<file path="config.mk">
export PLATFORM = sky130hd
export DESIGN_NAME = dec_key_arbiter
export DESIGN_NICKNAME = d
export VERILOG_FILES = /design/src/rtl/dec_key_arbiter.sv
export SDC_FILE = /design/constraint.sdc
export NUM_CORES = 1
export LEC_CHECK = 0
export ABC_CLOCK_PERIOD_IN_PS = 2800
export BUFFER_PORTS_ARGS = -buffer_cell sky130_fd_sc_hd__buf_2
export CORE_AREA = 2 2 70 79
export CTS_CLUSTER_SIZE = 30
export DETAILED_ROUTE_END_ITERATION = 10
export DIE_AREA = 0 0 72 81
export HOLD_SLACK_MARGIN = 0.06
export PLACE_DENSITY = 0.81
export SLEW_MARGIN = 20
export SYNTH_ARGS = -nofsm -noshare
export SYNTH_HDL_FRONTEND = slang
export SYNTH_SLANG_ARGS = --single-unit
</file>
<file path="constraint.sdc">
create_clock -name clk -period 2.8 [get_ports clk]
set_input_delay 0.14 -clock clk [delete_from_list [all_inputs] [get_ports clk]]
set_output_delay 0.14 -clock clk [all_outputs]
set_load 0.01 [all_outputs]
</file>
<file path="src/rtl/dec_key_arbiter.sv">
// rtl/dec_key_arbiter.sv - debounced 10-key decimal keypad to BCD arbiter with valid/ready handoff
module dec_key_arbiter #(
    parameter int DEBOUNCE_CYCLES = 4
) (
    input  logic       clk,
    input  logic       rst,
    input  logic [9:0] keys,
    input  logic       bcd_ready,
    output logic [3:0] bcd,
    output logic       bcd_valid,
    output logic       err,
    output logic [7:0] press_cnt
);

    typedef enum logic [1:0] {
        IDLE         = 2'd0,
        DEBOUNCE     = 2'd1,
        OUTPUT       = 2'd2,
        WAIT_RELEASE = 2'd3
    } state_t;

    // The snapshot in IDLE is the first matching sample, so a press needs
    // DEBOUNCE_CYCLES-1 further matches; a release needs DEBOUNCE_CYCLES zeros.
    localparam logic [15:0] CNT_ACCEPT  = 16'(DEBOUNCE_CYCLES - 2);
    localparam logic [15:0] CNT_RELEASE = 16'(DEBOUNCE_CYCLES - 1);

    state_t      state_q, state_d;
    logic [9:0]  sync_q;
    logic [9:0]  keys_s_q;
    logic [9:0]  key_q, key_d;
    logic [15:0] cnt_q, cnt_d;
    logic [3:0]  bcd_q, bcd_d;
    logic        err_q, err_d;
    logic [7:0]  press_cnt_q, press_cnt_d;

    logic        key_onehot;
    logic [3:0]  key_idx;

    assign key_onehot = (key_q != 10'd0) && ((key_q & (key_q - 10'd1)) == 10'd0);

    always_comb begin
        key_idx = 4'd0;
        for (int i = 0; i < 10; i++) begin
            if (key_q[i]) begin
                key_idx = 4'(i);
            end
        end
    end

    always_comb begin
        state_d     = state_q;
        key_d       = key_q;
        cnt_d       = cnt_q;
        bcd_d       = bcd_q;
        err_d       = 1'b0;
        press_cnt_d = press_cnt_q;

        case (state_q)
            IDLE: begin
                if (keys_s_q != 10'd0) begin
                    key_d   = keys_s_q;
                    cnt_d   = 16'd0;
                    state_d = DEBOUNCE;
                end
            end
            DEBOUNCE: begin
                if (keys_s_q != key_q) begin
                    cnt_d = 16'd0;
                    if (keys_s_q == 10'd0) begin
                        state_d = IDLE;
                    end else begin
                        key_d = keys_s_q;
                    end
                end else if (cnt_q == CNT_ACCEPT) begin
                    cnt_d = 16'd0;
                    if (key_onehot) begin
                        bcd_d   = key_idx;
                        state_d = OUTPUT;
                    end else begin
                        err_d   = 1'b1;
                        state_d = WAIT_RELEASE;
                    end
                end else begin
                    cnt_d = cnt_q + 16'd1;
                end
            end
            OUTPUT: begin
                if (bcd_ready) begin
                    press_cnt_d = press_cnt_q + 8'd1;
                    cnt_d       = 16'd0;
                    state_d     = WAIT_RELEASE;
                end
            end
            WAIT_RELEASE: begin
                if (keys_s_q != 10'd0) begin
                    cnt_d = 16'd0;
                end else if (cnt_q == CNT_RELEASE) begin
                    cnt_d   = 16'd0;
                    state_d = IDLE;
                end else begin
                    cnt_d = cnt_q + 16'd1;
                end
            end
            default: begin
                state_d = IDLE;
                cnt_d   = 16'd0;
            end
        endcase
    end

    always_ff @(posedge clk) begin
        if (rst) begin
            state_q     <= IDLE;
            sync_q      <= 10'd0;
            keys_s_q    <= 10'd0;
            key_q       <= 10'd0;
            cnt_q       <= 16'd0;
            bcd_q       <= 4'd0;
            err_q       <= 1'b0;
            press_cnt_q <= 8'd0;
        end else begin
            state_q     <= state_d;
            sync_q      <= keys;
            keys_s_q    <= sync_q;
            key_q       <= key_d;
            cnt_q       <= cnt_d;
            bcd_q       <= bcd_d;
            err_q       <= err_d;
            press_cnt_q <= press_cnt_d;
        end
    end

    assign bcd       = bcd_q;
    assign bcd_valid = (state_q == OUTPUT);
    assign err       = err_q;
    assign press_cnt = press_cnt_q;

endmodule

</file>
==> results of run 1 <==
-- synth_stat cells (all sizes together) (3+ instances only) --
| cell type | count | area, sq um |
|---|---|---|
| buf | 4 | 21.3 |
| and3 | 3 | 18.8 |
| a41oi | 3 | 26.3 |
| nor3b | 3 | 22.5 |
| dfxtp | 61 | 1220 |
| nand3 | 26 | 130 |
| nand4 | 7 | 43.8 |
| clkbuf | 11 | 71.3 |
| ha | 3 | 37.5 |
| mux2i | 7 | 70.1 |
| a21oi | 17 | 88.8 |
| nand2 | 42 | 158 |
| nor2b | 25 | 156 |
| nor3 | 7 | 35.0 |
| inv | 3 | 11.3 |
| nor2 | 33 | 124 |
| xnor2 | 5 | 43.8 |
| o31ai | 3 | 22.5 |
| a22oi | 3 | 22.5 |
| xor2 | 16 | 140 |
| nor4 | 9 | 90.1 |
| o21ai | 9 | 48.8 |
| and2 | 4 | 25.0 |
| nand2b | 4 | 25.0 |
-- per-stage QoR --
stage | utilization | total power [mW] | hold slack [ns] | worst slack, ns | area, sq um
floorplan | - | 1.05 | 0.268 | 0.835 | 2860
global placement | 0.581 | 1.08 | 0.348 | 0.595 | 2990
detailed placement | 0.581 | 1.08 | 0.352 | 0.521 | 2990
CTS | 0.641 | 1.90 | 0.191 | 0.466 | 3300
global route | 0.641 | 1.96 | 0.228 | 0.150 | 3300
finish | 0.641 | 1.88 | 0.208 | 0.427 | 3300
-- worst max path at each step --
stage                             end  cells after the start
2_1_floorplan     bcd[0]$_SDFFE_PP0P_                      6
3_3_place_gp   cnt_q[10]$_SDFFE_PP0P_                      6
3_5_place_dp   cnt_q[13]$_SDFFE_PP0P_                      6
4_1_cts        cnt_q[13]$_SDFFE_PP0P_                      6
5_1_grt         cnt_q[5]$_SDFFE_PP0P_                      6
6_report       cnt_q[13]$_SDFFE_PP0P_                      6
-- timing repair --
item	4_1_cts	5_1_grt
hold buffers	10	0
gates resized for setup	0	0
endpoints found under the hold margin	10	0
-- cell usage in the layout (no fill, tap or decap), types with 2 or more instances in the layout --
cell,Yosys,routed
nor2b_1,25,25
ha_1,3,3
xor2_1,16,16
dfxtp_1,61,61
a22oi_1,3,3
buf_4,1,3
a31oi_1,2,2
nand4_1,7,7
nand3b_1,2,2
nor4_1,5,5
inv_1,3,3
o31ai_1,3,3
mux2i_1,7,7
a21oi_1,16,16
dlygate4sd3_1,0,10
or2_2,2,2
nand3_1,26,26
and2_1,4,4
nor2_1,33,33
a41oi_1,3,3
nor4_2,3,3
clkbuf_8,3,12
a41o_1,2,2
nand2b_1,4,4
o21ai_0,8,8
nand2_1,42,42
xnor2_1,5,5
nor3b_1,3,3
and3_1,3,3
buf_2,2,26
nor3_1,7,7
-- registers in the layout, summed over array words and instances, names as in the netlist, named ones only --
register,cells
cnt_q,16
sync_q,10
keys_s_q,10
press_cnt,8
state_q,1
bcd,4
key_q,10
err,1
-- cell families (layout without fill, tap and decap cells) --
group,after synthesis,after routing,share of synthesized area
AOI/OAI and AO/OA,48,48,0.118
and+or+nand+nor,171,171,0.312
xor gates and xnor gates,21,21,0.0644
DFF,61,61,0.428
buffers and inverters,18,58,0.0364
adders and majority gates,4,4,0.0166
muxes,7,7,0.0245
-- per-layer routing --
layer	vias up	wire, um	track usage
li1	1223	-	-
met1	1096	2490	0.236
met2	56	2560	0.319
met3	8	243	0.0608
met4	0	87	0.113
met5	-	0	0
-- cell type report --
type	instances	share of cell area
clock buffers	13	0.0511
well taps	60	0.0227
clock inverters	3	0.0129
repair buffers	39	0.0765
inverters	3	0.00341
multi-input cells	251	0.464
flip-flops and latches	61	0.370
-- power breakdown --
part / internal, mW / total (mW) / switching [mW]
logic: 0.0682 / 0.157 / 0.0884
registers: 0.890 / 0.914 / 0.0241
clock network: 0.482 / 0.807 / 0.325
total: 1.44 / 1.88 / 0.438
==> summary.txt, run 1 <==
Setup path
  • Reg2Reg Launch Point: key_q[7]$_SDFFE_PP0P_
  • Startpoint types: flop
  • CP max stage cell: a21oi_2
  • R2r setup slk: 0.43 ns
  • Crit path max-delay family: simple AND/OR/NAND/NOR gates
  • Critical path class: reg2reg
  • Reg2reg end: cnt_q[13]$_SDFFE_PP0P_
  • Worst Path Arrival: 2.65 ns
  • Reg2Reg Depth: 6
  • Worst Setup End Kind: flop
  • Crit-path max cell delay: 0.61 ns
  • Crit. Startpoint: key_q[7]$_SDFFE_PP0P_
  • CP cell instances: xor2_1 -> nor4_1 -> nand4_1 -> a21oi_2 -> o211ai_1 -> nand3_1
  • Worst path bufs/invs: 0
  • CP required: 3.08 ns
  • Crit Path Max Fanout: 16

Clock tree
  • TritonCTS Buffers: 9
  • Clock sinks: 61
  • H-tree depth: 3
  • Clk slew on worst S/H paths: 0.07 ns
  • Clk_lat worst skew: 0.35 ns
  • Clk root buf: clkbuf_8
  • Postcts setup bufs: 0
  • Clock tree buffer depth: 2
  • CTS tree: done

Yosys
  • Number of flops mapped to enable cells by yosys: 0
  • #FFs+latches synth: 61
  • Share of synthesized registers carrying an async set or reset: 0
  • Mean post-synth cell area: 8.66 sq um
  • Synth warn: 0
  • Top FF cell, synth: dfxtp_1
  • Post-synthesis cell count: 330
  • Post-Syn Nets: 346
  • Seq/Total Area, Yosys: 0.428
  • Synth unique cells: 49
  • Mapped cell area: 2860 sq um

Die
  • Num rows: 28
  • Total core area: 5150 sq um
  • Die Y: 81 um
  • DIE AREA: 5830 sq um
  • Io pins: 27
  • Starting Density: 0.555
  • Die Wd: 72 um

Worst hold path
  • Worst Hold Class: in2reg
  • Hold depth: 2
  • Hold_sp: rst
  • Hold EP: sync_q[8]$_SDFF_PP0_

Timing
  • Max-slew violations: 0
  • Final Cycle Share: 0.847
  • Worst-margin pin slew: 0.702 ns
  • Sum Neg Setup Slack: 0 ns
  • Setup violators final: 0
  • RSZ-0062 raised after global routing: no
  • Worst Skew: 0.0134 ns
  • Max Freq: 421 MHz
  • Final Critical Period: 2.37 ns
  • Hold Fails Final Rpt: 0
  • Worst slew margin: 0.532

Placement
  • Placer Congestion: 0.902
  • I/O Buffers: 26
  • Post-DP HPWL: 3630 um
  • Cells after DPL: 404

Final layout
  • Area of the multi-input gates: 1530 sq um
  • Sequential cell area: 1220 sq um
  • Non-filler cells, final: 430
  • Filler Cell Count: 404
  • Area Growth Syn to Fin: 15.6%
  • ANT cells: 0
  • Nets: 381
  • Share of cells above drive strength 1: 0.151

GRT
  • Vias in the first global route: 2125
  • GRT Total Usage: 0.199
  • First-pass GRT wire length: 9050 um
  • Initial antenna violation count: 0
  • Gr ovfl total: 0
  • Largest net degree at the start of global routing: 29

Outcome
  • Status: finished, final reports clean

Drt
  • DR iter-0 viols: 144
  • Drt pass-1 iters: 4
  • Routed wire per std cell: 12.5 um
  • Via count: 2383
  • Post-DR vias/cell: 5.54
  • Routed WL: 5380 um
  • DRC errors left: 0
  • Final ANT Viol Nets: 0

Job
  • Max_cap viols: 0

Power
  • Maximum VDD drop: 0.314 mV
  • Leakage: 1.33 nW
  • PwrDens: 569 nW/um^2
Note: power is estimated with default switching activity, not from simulation.
==> run 2: changes to the inputs <==
==> config.mk (replaced) <==
export PLATFORM = sky130hd
export DESIGN_NAME = dec_key_arbiter
export DESIGN_NICKNAME = d
export VERILOG_FILES = /design/src/rtl/dec_key_arbiter.sv
export SDC_FILE = /design/constraint.sdc
export NUM_CORES = 1
export LEC_CHECK = 0
export ABC_CLOCK_PERIOD_IN_PS = 1900
export BUFFER_PORTS_ARGS = -buffer_cell sky130_fd_sc_hd__buf_2
export CORE_AREA = 2 2 73 82
export CTS_CLUSTER_SIZE = 30
export DETAILED_ROUTE_END_ITERATION = 10
export DIE_AREA = 0 0 75 84
export HOLD_SLACK_MARGIN = 0.06
export PLACE_DENSITY = 0.78
export SLEW_MARGIN = 20
export SYNTH_ARGS = -nofsm -noshare
export SYNTH_HDL_FRONTEND = slang
export SYNTH_SLANG_ARGS = --single-unit
==> constraint.sdc (replaced) <==
create_clock -name clk -period 1.9 [get_ports clk]
set_input_delay 0.095 -clock clk [delete_from_list [all_inputs] [get_ports clk]]
set_output_delay 0.095 -clock clk [all_outputs]
set_load 0.01 [all_outputs]
==> summary.txt, run 2 (synthesis results as in run 1) <==
Drt
  • Post-DR vias/cell: 5.27 (was 5.54)
  • Routed wire per std cell: 13.3 um (was 12.5 um)
  • Drt pass-1 iters: 5 (was 4)
  • Via count: 2613 (was 2383)
  • Final ANT Viol Nets: 0 (unchanged)
  • DRC errors left: 0 (unchanged)
  • DR iter-0 viols: 153 (was 144)
  • Routed WL: 6580 um (was 5380 um)

Final layout
  • Leading cell types in the layout, fill and taps excluded: 55 x dfxtp_1, 50 x buf_4, 41 x nand2_1, 32 x nor2_1, 27 x buf_2 (was 61 x dfxtp_1, 42 x nand2_1, 33 x nor2_1, 26 x nand3_1, 26 x buf_2)
  • Commonest non-fill, non-tap cell in the layout: dfxtp_1 (unchanged)
  • Area Growth Syn to Fin: 35.5% (was 15.6%)
  • Final core utilization: 0.697 (was 0.641)
  • Max reg flops: 16 (unchanged)
  • Nets: 431 (was 381)
  • ANT cells: 0 (unchanged)
  • Top reg by flops: cnt_q (unchanged)
  • Share of cells above drive strength 1: 0.317 (was 0.151)

Clock tree
  • Clk slew on worst S/H paths: 0.07 ns (about the same)
  • Clock sinks: 61 (unchanged)
  • Clk_lat worst skew: 0.34 ns (was 0.35 ns)
  • CTS tree: done (unchanged)
  • H-tree depth: 3 (unchanged)
  • Clk root buf: clkbuf_8 (unchanged)
  • TritonCTS Buffers: 9 (unchanged)
  • Clock tree buffer depth: 2 (unchanged)

GRT
  • GRT Total Usage: 0.213 (was 0.199)
  • Gr ovfl total: 0 (unchanged)
  • Initial antenna violation count: 0 (unchanged)
  • Largest net degree at the start of global routing: 31 (was 29)
  • Vias in the first global route: 2477 (was 2125)
  • First-pass GRT wire length: 10500 um (was 9050 um)

Timing
  • Setup violators final: 6 (was 0)
  • RSZ-0062 raised after global routing: yes (was no)
  • Final Cycle Share: 1.07 (was 0.847)
  • Max-slew violations: 0 (unchanged)
  • Final Critical Period: 2.03 ns (was 2.37 ns)
  • Worst slew margin: 0.708 (was 0.532)
  • Worst Skew: 0.00664 ns (was 0.0134 ns)
  • Max Freq: 492 MHz (was 421 MHz)
  • Hold Fails Final Rpt: 0 (unchanged)
  • Final setup margin: -0.131 ns (was 0.427 ns)
  • Hold Slack: 0.162 ns (was 0.208 ns)
  • Worst-margin pin slew: 0.438 ns (was 0.702 ns)

Power
  • Switching Fraction: 0.238 (was 0.233)
  • Sw power: 704 uW (was 438 uW)
  • Power share of the sequential group: 0.456 (was 0.487)
  • Maximum VDD drop: 0.408 mV (was 0.314 mV)
  • Comb pwr share: 0.118 (was 0.083)
  • Leakage: 1.61 nW (was 1.33 nW)
  • PwrDens: 763 nW/um^2 (was 569 nW/um^2)
  • Tot Pwr: 2.95 mW (was 1.88 mW)
  • P_int: 2.25 mW (was 1.44 mW)
  • Clock share of power: 0.427 (was 0.430)

Die
  • Total core area: 5550 sq um (was 5150 sq um)
  • Die Y: 84 um (was 81 um)
  • Die Wd: 75 um (was 72 um)
  • Io pins: 27 (unchanged)
  • Starting Density: 0.515 (was 0.555)
  • DIE AREA: 6300 sq um (was 5830 sq um)
  • Num rows: 29 (was 28)

Setup path
  • Startpoint types: flop (unchanged)
  • Worst Setup End Kind: flop (unchanged)
  • Worst Path Arrival: 2.25 ns (was 2.65 ns)
  • Crit Path Max Fanout: 4 (was 16)
  • Critical path class: reg2reg (unchanged)
  • Reg2Reg Launch Point: key_q[4]$_SDFFE_PP0P_ (was key_q[7]$_SDFFE_PP0P_)
  • CP required: 2.12 ns (was 3.08 ns)
  • Crit. Startpoint: key_q[4]$_SDFFE_PP0P_ (was key_q[7]$_SDFFE_PP0P_)

Outcome
  • Failing checks: setup timing
  • Status: finished with violations (was finished, final reports clean)

Placement
  • Post-DP HPWL: 4260 um (was 3630 um)
  • I/O Buffers: 26 (unchanged)
  • Placer Congestion: 0.834 (was 0.902)

Worst hold path
  • Hold_sp: rst (unchanged)
  • Worst Hold Class: in2reg (unchanged)

Job
  • Max_cap viols: 0 (unchanged)
==> run 2: changes by cell type in the layout (fill, tap and decap cells not counted), moves of 3 or more <==
cell,before,now
nand3_2,0,3
o21ai_1,0,5
buf_4,3,50
nor4_1,5,2
dfxtp_2,0,5
dfxtp_1,61,55
nand3_1,26,23
o21ai_0,8,2
==> run 2: final cells by class <==
cell class	count	area (sq um)
clock buffers	11	141
clock inverters	4	72.6
fillers	417	1680
inverters	3	11.3
multi-input cells	251	1680
flip-flops and latches	61	1230
well taps	77	96.3
repair buffers	89	642
==> run 2: power groups by stage <==
stage	clock [mW]	sequential (mW)	combinational, mW
5_1_grt	1.34	1.35	0.375
3_3_place_gp	0	1.37	0.277
4_1_cts	1.27	1.34	0.310
3_5_place_dp	0	1.37	0.280
6_report	1.26	1.35	0.348
2_1_floorplan	0	1.36	0.186
==> run 2: per-layer routing <==
metal	share of wire	global-route usage	vias up	routed length (um)
met5	0	0	-	0
met4	0.022	0.0909	0	145
met3	0.041	0.0568	15	269
met2	0.52	0.356	67	3410
met1	0.42	0.250	1215	2750
li1	-	-	1316	-
==> run 2: worst paths after layout <==
kind | end | slack (ns) | depth (start not counted)
min | press_cnt[3]$_SDFFE_PP0P_ | 0.16 | 2
max reg2reg | bcd[0]$_SDFFE_PP0P_ | -0.13 | 7
min reg2reg | keys_s_q[3]$_SDFF_PP0_ | 0.44 | 1
max | bcd[0]$_SDFFE_PP0P_ | -0.13 | 7
==> run 2: metrics by stage <==
stage | worst slack (ns) | instances | setup TNS [ns] | cell area, sq um
3_5_place_dp | -0.120 | 468 | -0.525 | 3390
6_report | -0.131 | 496 | -0.530 | 3870
3_3_place_gp | -0.0161 | 468 | -0.0524 | 3390
5_1_grt | -0.220 | 496 | -1.73 | 3870
4_1_cts | -0.0803 | 496 | -0.254 | 3750
2_1_floorplan | 0.000909 | 330 | 0 | 2870
==> run 2: critical path: stages, from the launching register on <==
cell	delay [ns]
dfxtp_4	0.36
or4_4	0.52
o21ai_2	0.13
o211ai_2	0.13
a2111oi_4	0.29
buf_4	0.20
mux2i_2	0.22
nor2_1	0.06
==> run 2: timing repair <==
action	4_1_cts	5_1_grt
hold buffers	10	0
endpoints found under the hold margin	10	0
gates resized for setup	9	29
setup buffers	3	0
pin swaps	2	4
endpoints found under the setup margin	8	30
gates cloned	0	1
==> run 3: changes to the inputs <==
--- a/config.mk
+++ b/config.mk
@@ -13,6 +13,7 @@
 export DIE_AREA = 0 0 75 84
 export HOLD_SLACK_MARGIN = 0.06
 export PLACE_DENSITY = 0.78
+export REMOVE_ABC_BUFFERS = 1
 export SLEW_MARGIN = 20
 export SYNTH_ARGS = -nofsm -noshare
 export SYNTH_HDL_FRONTEND = slang
==> summary.txt, run 3 (synthesis results as in run 1) <==
Outcome
  • Status: finished with violations (unchanged)
  • Failing checks: setup timing (unchanged)

Timing
  • Final Critical Period: 2.04 ns (was 2.03 ns)
  • Final Cycle Share: 1.08 (was 1.07)
  • Sum Neg Setup Slack: -0.839 ns (was -0.530 ns)
  • Worst slew margin: 0.708 (about the same)
  • Worst-margin pin slew: 0.438 ns (about the same)
  • Final setup margin: -0.145 ns (was -0.131 ns)
  • Max-slew violations: 0 (unchanged)
  • RSZ-0062 raised after global routing: yes (unchanged)
  • Hold Fails Final Rpt: 0 (unchanged)
  • Max Freq: 489 MHz (was 492 MHz)
  • Hold Slack: 0.288 ns (was 0.162 ns)
  • Worst Skew: 0.0122 ns (was 0.00664 ns)
  • Setup violators final: 13 (was 6)

Clock tree
  • Clock sinks: 61 (unchanged)
  • TritonCTS Buffers: 9 (unchanged)
  • Clk root buf: clkbuf_8 (unchanged)
  • Clock tree buffer depth: 2 (unchanged)
  • CTS tree: done (unchanged)
  • Clk slew on worst S/H paths: 0.07 ns (about the same)
  • Clk_lat worst skew: 0.35 ns (was 0.34 ns)
  • H-tree depth: 3 (unchanged)

GRT
  • First-pass GRT wire length: 11400 um (was 10500 um)
  • GRT Total Usage: 0.234 (was 0.213)
  • Vias in the first global route: 2623 (was 2477)
  • Gr ovfl total: 0 (unchanged)
  • Initial antenna violation count: 0 (unchanged)
  • Largest net degree at the start of global routing: 45 (was 31)

Setup path
  • Critical path class: reg2reg (unchanged)
  • Worst Setup End Kind: flop (unchanged)
  • Crit Path Max Fanout: 5 (was 4)
  • Worst Path Arrival: 2.26 ns (was 2.25 ns)
  • Startpoint types: flop (unchanged)
  • CP required: 2.11 ns (was 2.12 ns)

Drt
  • DR iter-0 viols: 139 (was 153)
  • Post-DR vias/cell: 5.39 (was 5.27)
  • Routed WL: 7540 um (was 6580 um)
  • DRC errors left: 0 (unchanged)
  • Routed wire per std cell: 14.7 um (was 13.3 um)
  • Final ANT Viol Nets: 0 (unchanged)
  • Drt pass-1 iters: 4 (was 5)
  • Via count: 2764 (was 2613)

Final layout
  • Share of cells above drive strength 1: 0.349 (was 0.317)
  • Max reg flops: 16 (unchanged)
  • Non-filler cells, final: 513 (was 496)
  • Final instance area: 4070 sq um (was 3870 sq um)
  • Nets: 447 (was 431)
  • Top reg by flops: cnt_q (unchanged)
  • Final core utilization: 0.733 (was 0.697)
  • ANT cells: 0 (unchanged)
  • Area Growth Syn to Fin: 42.5% (was 35.5%)
  • Commonest non-fill, non-tap cell in the layout: buf_4 (was dfxtp_1)
  • Leading cell types in the layout, fill and taps excluded: 65 x buf_4, 58 x dfxtp_1, 41 x nand2_1, 32 x nor2_1, 26 x buf_2 (was 55 x dfxtp_1, 50 x buf_4, 41 x nand2_1, 32 x nor2_1, 27 x buf_2)

Power
  • PwrDens: 752 nW/um^2 (was 763 nW/um^2)
  • Maximum VDD drop: 0.786 mV (was 0.408 mV)
  • Tot Pwr: 3.06 mW (was 2.95 mW)
  • Leakage: 1.72 nW (was 1.61 nW)

Die
  • Io pins: 27 (unchanged)
  • Die Wd: 75 um (unchanged)
  • Starting Density: 0.515 (unchanged)
  • Die Y: 84 um (unchanged)
  • DIE AREA: 6300 sq um (unchanged)
  • Total core area: 5550 sq um (unchanged)
  • Num rows: 29 (unchanged)

Job
  • Max_cap viols: 0 (unchanged)

Placement
  • Post-DP HPWL: 4610 um (was 4260 um)
  • DP Area: 3450 sq um (was 3390 sq um)
  • Placer Congestion: 0.861 (was 0.834)
  • I/O Buffers: 26 (unchanged)
  • Place WS: -0.153 ns (was -0.120 ns)
  • Cells after DPL: 478 (was 468)

Worst hold path
  • Worst Hold Class: in2reg (unchanged)
run 3: cell types whose count changed in the layout (fill, tap and decap cells not counted), sizes merged:
cell         delta
buf            +14
clkbuf          +1
clkinv          +2
clkinvlp        -1
dlygate4sd3     +1
run 3: layout make-up:
cell class	count	area, sq um
sequential	61	1230
clock inverter	5	82.6
fill	364	1480
multi-input combinational	251	1720
inverter	3	11.3
timing repair buffer	105	785
tap	77	96.3
clock buffer	11	151
run 3: critical path, cell delays in order (launching register included):
cell and delay, ns:
dfxtp_4 0.36, or4_4 0.51, o21ai_2 0.14, o211ai_2 0.12
a2111oi_4 0.33, buf_4 0.19, mux2i_1 0.20, nor2_1 0.06
run 3: what timing repair did:
action,in CTS,in global routing
gates resized for setup,8,36
pin swaps,4,18
setup buffers,3,4
gates cloned,0,1
setup endpoints to repair,8,32
hold buffers,11,0
endpoints found under the hold margin,13,0
run 3: routing by layer:
layer | track usage | share of wire
met4 | 0.110 | 0.031
met5 | 0 | 0
met3 | 0.0628 | 0.054
met1 | 0.290 | 0.40
met2 | 0.368 | 0.51
run 3: where the power goes:
group | total [mW] | leakage [nW] | switching, mW | internal [mW]
combinational | 0.386 | 1.10 | 0.186 | 0.200
sequential | 1.34 | 0.498 | 0.0314 | 1.31
clock | 1.33 | 0.120 | 0.522 | 0.812
total | 3.06 | 1.72 | 0.739 | 2.32
run 3: path summary, 6_finish.rpt:
path,cells after the start,to,from,slack (ns)
hold / removal,5,press_cnt[0]$_SDFFE_PP0P_,bcd_ready,0.29
hold reg to reg,1,keys_s_q[9]$_SDFF_PP0_,sync_q[9]$_SDFF_PP0_,0.44
setup reg to reg,7,bcd[3]$_SDFFE_PP0P_,key_q[4]$_SDFFE_PP0P_,-0.14
setup / recovery,7,bcd[3]$_SDFFE_PP0P_,key_q[4]$_SDFFE_PP0P_,-0.14
